### config.mk
export PLATFORM = sky130hd
export DESIGN_NAME = p_fetch_stage
export DESIGN_NICKNAME = d
export VERILOG_FILES = /design/src/rtl/p_fetch_stage.sv
export SDC_FILE = /design/constraint.sdc
export NUM_CORES = 1
export LEC_CHECK = 0
export ABC_AREA = 1
export CORE_ASPECT_RATIO = 1.5
export CORE_MARGIN = 10
export CORE_UTILIZATION = 23
export DETAILED_ROUTE_END_ITERATION = 7
export PLACE_DENSITY = 0.5
export SETUP_SLACK_MARGIN = 0.2
export SLEW_MARGIN = 0
export SYNTH_ARGS = -nofsm -noshare
export SYNTH_HDL_FRONTEND = slang
export SYNTH_SLANG_ARGS = --single-unit
### constraint.sdc
create_clock -name clk -period 2.9 [get_ports clk]
set_input_delay 0.58 -clock clk [delete_from_list [all_inputs] [get_ports clk]]
set_output_delay 0.58 -clock clk [all_outputs]
set_load 0.02 [all_outputs]
### src/rtl/p_fetch_stage.sv
// Instruction-fetch stage: owns the PC, drives the imem req/ack port and fills IF/ID,
// with a one-entry skid buffer for stalls. Define FETCH_STATS_EN to add event counters.
module p_fetch_stage #(
   parameter int unsigned       ADDR_W   = 32,
   parameter int unsigned       DATA_W   = 32,
   parameter logic [ADDR_W-1:0] START_PC = ADDR_W'(32'h0040_0000),
   parameter int unsigned       PC_STEP  = 4
) (
   input  logic              clk,
   input  logic              reset,
   input  logic              load_pc,
   input  logic              stall,
   input  logic              redirect,
   input  logic [ADDR_W-1:0] redirect_pc,
   output logic              imem_req,
   output logic [ADDR_W-1:0] imem_addr,
   input  logic              imem_ack,
   input  logic [DATA_W-1:0] imem_rdata,
   output logic              ifid_valid,
   output logic [ADDR_W-1:0] ifid_pc,
   output logic [ADDR_W-1:0] ifid_pc4,
   output logic [DATA_W-1:0] ifid_instr,
   output logic [ADDR_W-1:0] pc_out
`ifdef FETCH_STATS_EN
   ,
   output logic [31:0]       stat_fetched,
   output logic [15:0]       stat_flushed,
   output logic [31:0]       stat_stall_cyc
`endif
);

   typedef enum logic [1:0] {StIdle, StFetch, StHold} state_e;

   localparam logic [ADDR_W-1:0] Step = ADDR_W'(PC_STEP);

   state_e              state_q, state_d;
   logic [ADDR_W-1:0]   pc_q, pc_d, pend_q, pend_d;
   logic                squash_q, squash_d;
   logic                ifid_valid_q, ifid_valid_d;
   logic [ADDR_W-1:0]   ifid_pc_q, ifid_pc_d, ifid_pc4_q, ifid_pc4_d;
   logic [DATA_W-1:0]   ifid_instr_q, ifid_instr_d;
   logic                skid_valid_q, skid_valid_d;
   logic [ADDR_W-1:0]   skid_pc_q, skid_pc_d;
   logic [DATA_W-1:0]   skid_instr_q, skid_instr_d;
   logic                redir, accept;
   logic [ADDR_W-1:0]   redir_target;

   // load_pc outside IDLE behaves as a redirect to START_PC; redirect has priority.
   assign redir        = (state_q != StIdle) && (redirect || load_pc);
   assign redir_target = redirect ? redirect_pc : START_PC;
   assign accept       = (state_q == StFetch) && imem_ack && !squash_q;

   always_comb begin
      state_d      = state_q;
      pc_d         = pc_q;
      pend_d       = pend_q;
      squash_d     = squash_q;
      ifid_valid_d = ifid_valid_q;
      ifid_pc_d    = ifid_pc_q;
      ifid_pc4_d   = ifid_pc4_q;
      ifid_instr_d = ifid_instr_q;
      skid_valid_d = skid_valid_q;
      skid_pc_d    = skid_pc_q;
      skid_instr_d = skid_instr_q;
      if (state_q == StIdle) begin
         if (load_pc) begin
            pc_d    = START_PC;
            state_d = StFetch;
         end
      end else if (redir) begin
         ifid_valid_d = 1'b0;
         ifid_instr_d = '0;
         skid_valid_d = 1'b0;
         // An outstanding request cannot be cancelled: remember the target and drop its word.
         if (state_q == StFetch && !imem_ack) begin
            squash_d = 1'b1;
            pend_d   = redir_target;
         end else begin
            squash_d = 1'b0;
            pc_d     = redir_target;
            state_d  = StFetch;
         end
      end else if (state_q == StHold) begin
         if (!stall) begin
            ifid_valid_d = 1'b1;
            ifid_pc_d    = skid_pc_q;
            ifid_pc4_d   = skid_pc_q + Step;
            ifid_instr_d = skid_instr_q;
            skid_valid_d = 1'b0;
            state_d      = StFetch;
         end
      end else begin
         if (imem_ack && squash_q) begin
            squash_d = 1'b0;
            pc_d     = pend_q;
         end
         if (!stall || !ifid_valid_q) begin
            ifid_valid_d = accept;
            if (accept) begin
               ifid_pc_d    = pc_q;
               ifid_pc4_d   = pc_q + Step;
               ifid_instr_d = imem_rdata;
               pc_d         = pc_q + Step;
            end else begin
               ifid_instr_d = '0;
            end
         end else if (accept) begin
            skid_valid_d = 1'b1;
            skid_pc_d    = pc_q;
            skid_instr_d = imem_rdata;
            pc_d         = pc_q + Step;
            state_d      = StHold;
         end
      end
   end

   always_ff @(posedge clk) begin
      if (reset) begin
         state_q      <= StIdle;
         pc_q         <= START_PC;
         pend_q       <= START_PC;
         squash_q     <= 1'b0;
         ifid_valid_q <= 1'b0;
         ifid_pc_q    <= '0;
         ifid_pc4_q   <= '0;
         ifid_instr_q <= '0;
         skid_valid_q <= 1'b0;
         skid_pc_q    <= '0;
         skid_instr_q <= '0;
      end else begin
         state_q      <= state_d;
         pc_q         <= pc_d;
         pend_q       <= pend_d;
         squash_q     <= squash_d;
         ifid_valid_q <= ifid_valid_d;
         ifid_pc_q    <= ifid_pc_d;
         ifid_pc4_q   <= ifid_pc4_d;
         ifid_instr_q <= ifid_instr_d;
         skid_valid_q <= skid_valid_d;
         skid_pc_q    <= skid_pc_d;
         skid_instr_q <= skid_instr_d;
      end
   end

   assign imem_req   = (state_q == StFetch);
   assign imem_addr  = pc_q;
   assign ifid_valid = ifid_valid_q;
   assign ifid_pc    = ifid_pc_q;
   assign ifid_pc4   = ifid_pc4_q;
   assign ifid_instr = ifid_instr_q;
   assign pc_out     = pc_q;

`ifdef FETCH_STATS_EN
   logic fetched_ev, flush_ev;

   assign fetched_ev = !redir && ((state_q == StHold && !stall) ||
                                  (accept && (!stall || !ifid_valid_q)));
   // A flush counts only if it threw away a live word somewhere in the stage.
   assign flush_ev   = redir && (ifid_valid_q || skid_valid_q ||
                                 (state_q == StFetch && !squash_q));

   always_ff @(posedge clk) begin
      if (reset) begin
         stat_fetched   <= '0;
         stat_flushed   <= '0;
         stat_stall_cyc <= '0;
      end else begin
         if (fetched_ev) stat_fetched <= stat_fetched + 32'd1;
         if (flush_ev) stat_flushed <= stat_flushed + 16'd1;
         if (stall && ifid_valid_q) stat_stall_cyc <= stat_stall_cyc + 32'd1;
      end
   end
`else
   // Counters are not built; the stage behaves identically without them.
`endif

endmodule

### Word level (Yosys, flattened, before mapping)

Cells that the tools add are included.

| word-level totals | value |
|---|---|
| register bits | 228 |
| bits of input ports | 70 |
| output and inout bits | 162 |
| logic and storage cells | 89 |

| cells by class | value |
|---|---|
| add/sub/neg operators | 2 |
| equal/unequal tests | 10 |
| muxes and demuxes | 37 |
| bitwise gates (word level) | 4 |
| reduce and logical (&&, ||, !) cells | 26 |

Operators by type and width:

| kind | number |
|---|---|
| two-way mux 32 bit | 21 |
| adder 32 x 3 -> 32 bit (second input constant) | 2 |
| two-way mux 2 bit | 8 |
| AND reduction 5 bit | 3 |
| != test 3 bit (second input constant) | 3 |
| AND reduction 3 bit | 3 |
| two-way mux 1 bit | 8 |
| != test 4 bit (second input constant) | 2 |
| nonzero test 2 bit | 4 |
| nonzero test 4 bit | 2 |
| != test 2 bit (second input constant) | 3 |
| logical AND 1 bit | 5 |
| logical NOT 1 bit | 4 |
| inverter 1 bit | 4 |
| AND reduction 4 bit | 1 |
| nonzero test 3 bit | 1 |
| == test 2 x 1 -> 1 bit (second input constant) | 1 |
| == test 2 bit (second input constant) | 1 |
| logical NOT 2 bit | 1 |
| logical OR 1 bit | 2 |

### Longest topological paths before layout

| depth | value |
|---|---|
| depth in word-level cells | 8 |
| depth in mapped cells | 13 |
| mapped depth without buffers | 12 |

### Least setup slack after synthesis

No wires, ideal clock.

| timing | value |
|---|---|
| path kind | flip-flop to flip-flop |
| start | register pc_q[2] (netlist: imem_addr[2]) |
| end | register pc_q[22] (netlist: imem_addr[22]) |
| setup time | 0.061 ns |
| arrival time | 1.968 ns |
| required time | 2.839 ns |
| path slack | 0.872 ns |
| stages on the path, launching flop included | 10 |
| buffers on the path | 0 |
| period minus slack after synthesis | 2.028 ns |
| path through | dfxtp_1 > ha_1 > nand2_1 > nor3_1 > nand3_1 > o21ai_0 > nand3_1 > nand2_1 > o21ai_0 > nand2_1 |

| between the ends | value |
|---|---|
| word-level cells in the longest chain between the ends | 5 |

Ends and longest elaborated chain:

| element | RTL line | RTL |
|---|---|---|
| start: declaration | 37 | `logic [ADDR_W-1:0] pc_q, pc_d, pend_q, pend_d;` |
| start signal: assignment | 132 | `pc_q <= pc_d;` |
| adder 32 x 3 -> 32 bit | 103, 111 |  |
| two-way mux 32 bit | 99, 107 |  |
| two-way mux 32 bit | 83 | `end else if (state_q == StHold) begin` |
| two-way mux 32 bit | 70 | `end else if (redir) begin` |
| two-way mux 32 bit | 65 | `if (state_q == StIdle) begin` |

No other way between the ends. The select of a mux whose other input is x is not followed.
A chain may end at the register's enable or synchronous reset.

### Final worst setup path

| timing | value |
|---|---|
| start | register pc_q[16] (netlist: imem_addr[16]) |
| end | output port pc_out[16] |

RTL lines:

| element | RTL line | RTL |
|---|---|---|
| end: declaration | 23 | `output logic [ADDR_W-1:0] pc_out` |

No word-level cell between the ends.

==> flow_results.xml <==
<?xml version="1.0" encoding="UTF-8"?>
<metrics>
  <group name="run_status">
    <metric name="run_status" unit="">completed</metric>
  </group>
  <group name="synth">
    <metric name="synth-compound-area-share" unit="%">19.6</metric>
    <metric name="synthesis.area" unit="mm^2">0.0113</metric>
    <metric name="synth.cells.most_frequent" unit="">nand2_1, dfxtp_1, a21oi_1</metric>
    <metric name="netlist-cell-type-count" unit="">33</metric>
    <metric name="ys_seq_elements" unit="">226</metric>
    <metric name="synth-adder-area-share" unit="%">0.222</metric>
    <metric name="synth-simple-area-share" unit="%">28.0</metric>
    <metric name="ys_warns" unit="">0</metric>
    <metric name="ys_seq_area_share" unit="%">40.2</metric>
    <metric name="syn_inst" unit="">1733</metric>
    <metric name="mappedNetlistNets" unit="">1805</metric>
    <metric name="synth-xor-area-share" unit="%">1.48</metric>
    <metric name="async_reset_ff_share" unit="%">0</metric>
    <metric name="avgSynthCellArea" unit="um^2">6.50</metric>
    <metric name="synth_edf_count" unit="">0</metric>
    <metric name="netlist_top_cells_area" unit="">dfxtp_1, nand2_1, a21oi_1</metric>
    <metric name="yosys-mux-area-fraction" unit="%">0</metric>
    <metric name="post-synth-top-area-cell" unit="">dfxtp_1</metric>
    <metric name="post-synth-top-count-cell" unit="">nand2_1</metric>
    <metric name="synth_top_family_by_area" unit="">simple AND/OR/NAND/NOR gates</metric>
    <metric name="synth_top_flop_cell" unit="">dfxtp_1</metric>
    <metric name="yosysTopAreaCellShare" unit="%">40.2</metric>
  </group>
  <group name="timing">
    <metric name="layout_min_cycle_time" unit="ns">2.62</metric>
    <metric name="grt_setup_unrepaired" unit="">false</metric>
    <metric name="final-setup-viol-count" unit="">0</metric>
    <metric name="timing.final.crit_share" unit="%">90.4</metric>
    <metric name="final.hold.worst_slack" unit="ns">0.444</metric>
    <metric name="totalNegativeSetupSlack" unit="ns">0</metric>
    <metric name="skew" unit="ns">0.0178</metric>
    <metric name="slew-limit-headroom" unit="%">55.7</metric>
    <metric name="worst_pin_slew" unit="ns">0.663</metric>
    <metric name="timing.fmax" unit="GHz">0.382</metric>
    <metric name="fin_ws" unit="ns">0.280</metric>
    <metric name="timing_max_transition_violations_final" unit="">0</metric>
    <metric name="final_hold_viol_count" unit="">0</metric>
  </group>
  <group name="place">
    <metric name="placed_cells_incl_taps" unit="">2529</metric>
    <metric name="dpl.hpwl" unit="um">36200</metric>
    <metric name="globalplace.congestion" unit="">0.906</metric>
    <metric name="io_buf_count" unit="">231</metric>
    <metric name="detailedPlace.worstSlack" unit="ns">0.0808</metric>
    <metric name="placement.cell_area" unit="mm^2">0.0141</metric>
  </group>
  <group name="worst_setup_path">
    <metric name="cp_data_required_time" unit="ns">2.32</metric>
    <metric name="worstPathCellList" unit="">clkdlybuf4s50_1</metric>
    <metric name="critPathTopFamily" unit="">flip-flops</metric>
    <metric name="worst-path-buf-inv" unit="">1</metric>
    <metric name="worst_ep_arrival_time" unit="ns">2.04</metric>
    <metric name="critical_path.endpoint_type" unit="">output port</metric>
    <metric name="crit_path_max_fanout" unit="">8</metric>
    <metric name="critPathSlowestCell" unit="">dfxtp_1</metric>
    <metric name="cpPeakStageDelay" unit="ns">0.74</metric>
    <metric name="worst-setup-path-type" unit="">reg2out</metric>
    <metric name="crit_path_start_kind" unit="">flop</metric>
  </group>
  <group name="drt">
    <metric name="vias_per_cell" unit="">4.63</metric>
    <metric name="via_count" unit="">11900</metric>
    <metric name="totalWireLength" unit="um">48300</metric>
    <metric name="firstDrtPassIters" unit="">5</metric>
    <metric name="ant_nets" unit="">0</metric>
    <metric name="drt_drc_violations_left" unit="">0</metric>
    <metric name="detail_route.wl_per_cell" unit="um">18.7</metric>
    <metric name="drt-initial-drc-count" unit="">673</metric>
  </group>
  <group name="clock_tree">
    <metric name="clk_sinks" unit="">226</metric>
    <metric name="post-cts-setup-buffers" unit="">0</metric>
    <metric name="cts-htree-levels" unit="">1</metric>
    <metric name="clk_transition_reported_paths" unit="ns">0.06</metric>
    <metric name="insertion_delay" unit="ns">0.55</metric>
    <metric name="cts-buffers-inserted" unit="">26</metric>
    <metric name="clockRootBuffer" unit="">clkbuf_16</metric>
    <metric name="postCtsHoldBufs" unit="">0</metric>
    <metric name="cts_tree" unit="">built</metric>
    <metric name="clk_path_buf_depth" unit="">3</metric>
    <metric name="postCtsResizedCells" unit="">0</metric>
  </group>
  <group name="power">
    <metric name="peakVddDrop" unit="uV">503</metric>
    <metric name="power.total" unit="mW">7.95</metric>
    <metric name="leakage" unit="nW">5.45</metric>
    <metric name="p_per_area" unit="mW/mm^2">525</metric>
  </group>
  <group name="min_path">
    <metric name="tightest_hold_check_type" unit="">reg2reg</metric>
  </group>
  <group name="finish">
    <metric name="filler_cell_count" unit="">5392</metric>
    <metric name="finish.net_count" unit="">1973</metric>
    <metric name="regArea" unit="mm^2">0.00452</metric>
    <metric name="final_cells" unit="">2578</metric>
    <metric name="syn2layout_area_growth" unit="%">34.5</metric>
    <metric name="multi_input_area" unit="mm^2">0.00556</metric>
    <metric name="fraction_of_layout_instances_using_a_drive_strength_above_1" unit="%">5.31</metric>
    <metric name="final_core_utilization" unit="%">31.2</metric>
    <metric name="layout.cell_area.non_filler" unit="mm^2">0.0151</metric>
  </group>
  <group name="die">
    <metric name="die_y" unit="um">291</metric>
    <metric name="number_of_ports_placed_on_the_die_boundary" unit="">232</metric>
    <metric name="cell_rows" unit="">99</metric>
    <metric name="core-area" unit="mm^2">0.0486</metric>
    <metric name="start_util" unit="%">23.2</metric>
    <metric name="die_width" unit="um">201</metric>
    <metric name="die_area" unit="mm^2">0.0584</metric>
  </group>
  <group name="global_route">
    <metric name="global_route_wire_length_before_repair" unit="um">72700</metric>
    <metric name="grt_max_degree" unit="">112</metric>
    <metric name="first_global_vias" unit="">11800</metric>
    <metric name="grt_overflow_total" unit="">0</metric>
    <metric name="aggregate_global_route_resource_usage" unit="%">15.9</metric>
    <metric name="grt_antenna_before_repair" unit="">2</metric>
  </group>
  <group name="flow_run">
    <metric name="maxCapViolations" unit="">0</metric>
  </group>
</metrics>
[registers in the layout (all words and copies together) (netlist names), 2 cells and up]
register	flops
skid_instr_q	32
imem_addr	32
state_q	2
ifid_pc4	30
ifid_instr	32
ifid_pc	32
pend_q	32
skid_pc_q	32
[final cells by class]
| type | instances | share of cell area (%) |
|---|---|---|
| antenna | 1 | 0.0165 |
| sequential | 226 | 29.9 |
| tap | 656 | 5.42 |
| clock inverter | 16 | 1.84 |
| multi-input combinational | 1234 | 36.7 |
| inverter | 143 | 3.55 |
| timing repair buffer | 270 | 17.8 |
| clock buffer | 32 | 4.78 |
[per-layer routing]
| layer | global-route usage, % | wire (um) |
|---|---|---|
| met5 | 0 | 21 |
| met1 | 16.4 | 18300 |
| met3 | 3.54 | 2770 |
| met4 | 7.26 | 2060 |
| met2 | 29.7 | 25200 |
[cell usage in the layout, fill, tap and decap left out, drive strengths merged, types with 2 or more instances in the layout]
| master | Yosys | routed |
|---|---|---|
| buf | 61 | 40 |
| a21oi | 178 | 178 |
| dfxtp | 226 | 226 |
| o211ai | 5 | 5 |
| nor2 | 165 | 165 |
| clkinv | 0 | 4 |
| or2 | 2 | 2 |
| inv | 143 | 144 |
| xor2 | 15 | 15 |
| clkinvlp | 0 | 4 |
| clkdlybuf4s50 | 0 | 230 |
| nand4 | 6 | 6 |
| o21ai | 187 | 187 |
| bufinv | 0 | 7 |
| a31oi | 34 | 34 |
| nand3b | 9 | 9 |
| xnor2 | 4 | 4 |
| ha | 2 | 2 |
| nor3 | 6 | 6 |
| clkbuf | 69 | 32 |
| a211oi | 13 | 13 |
| nand2 | 541 | 541 |
| nand3 | 62 | 62 |
[logic make-up (layout without fill, tap and decap cells)]
| group | count (synthesis) | in the layout |
|---|---|---|
| fa+ha+maj | 2 | 2 |
| other cells | 0 | 1 |
| buf+inv | 273 | 461 |
| compound gates | 421 | 421 |
| simple gates | 792 | 792 |
| xor+xnor | 19 | 19 |
| flops | 226 | 226 |
[power by group]
| part | total, mW | switching (mW) | internal [mW] |
|---|---|---|---|
| combinational | 0.822 | 0.498 | 0.323 |
| clock | 3.89 | 1.47 | 2.41 |
| sequential | 3.24 | 0.0729 | 3.17 |
| total | 7.95 | 2.05 | 5.91 |
[worst paths after layout]
path                            depth (start not counted)                       endpoint  slack (ns)                     startpoint
worst min register to register                          2  skid_instr_q[27]$_SDFFE_PP0P_        0.44  skid_instr_q[27]$_SDFFE_PP0P_
worst max register to register                          9     imem_addr[11]$_SDFFE_PP0P_        0.67      imem_addr[7]$_SDFFE_PP0P_
worst max-delay path                                    1                     pc_out[16]        0.28     imem_addr[16]$_SDFFE_PP0P_
worst min-delay path                                    2  skid_instr_q[27]$_SDFFE_PP0P_        0.44  skid_instr_q[27]$_SDFFE_PP0P_
Power figures use the tool's default switching activity.
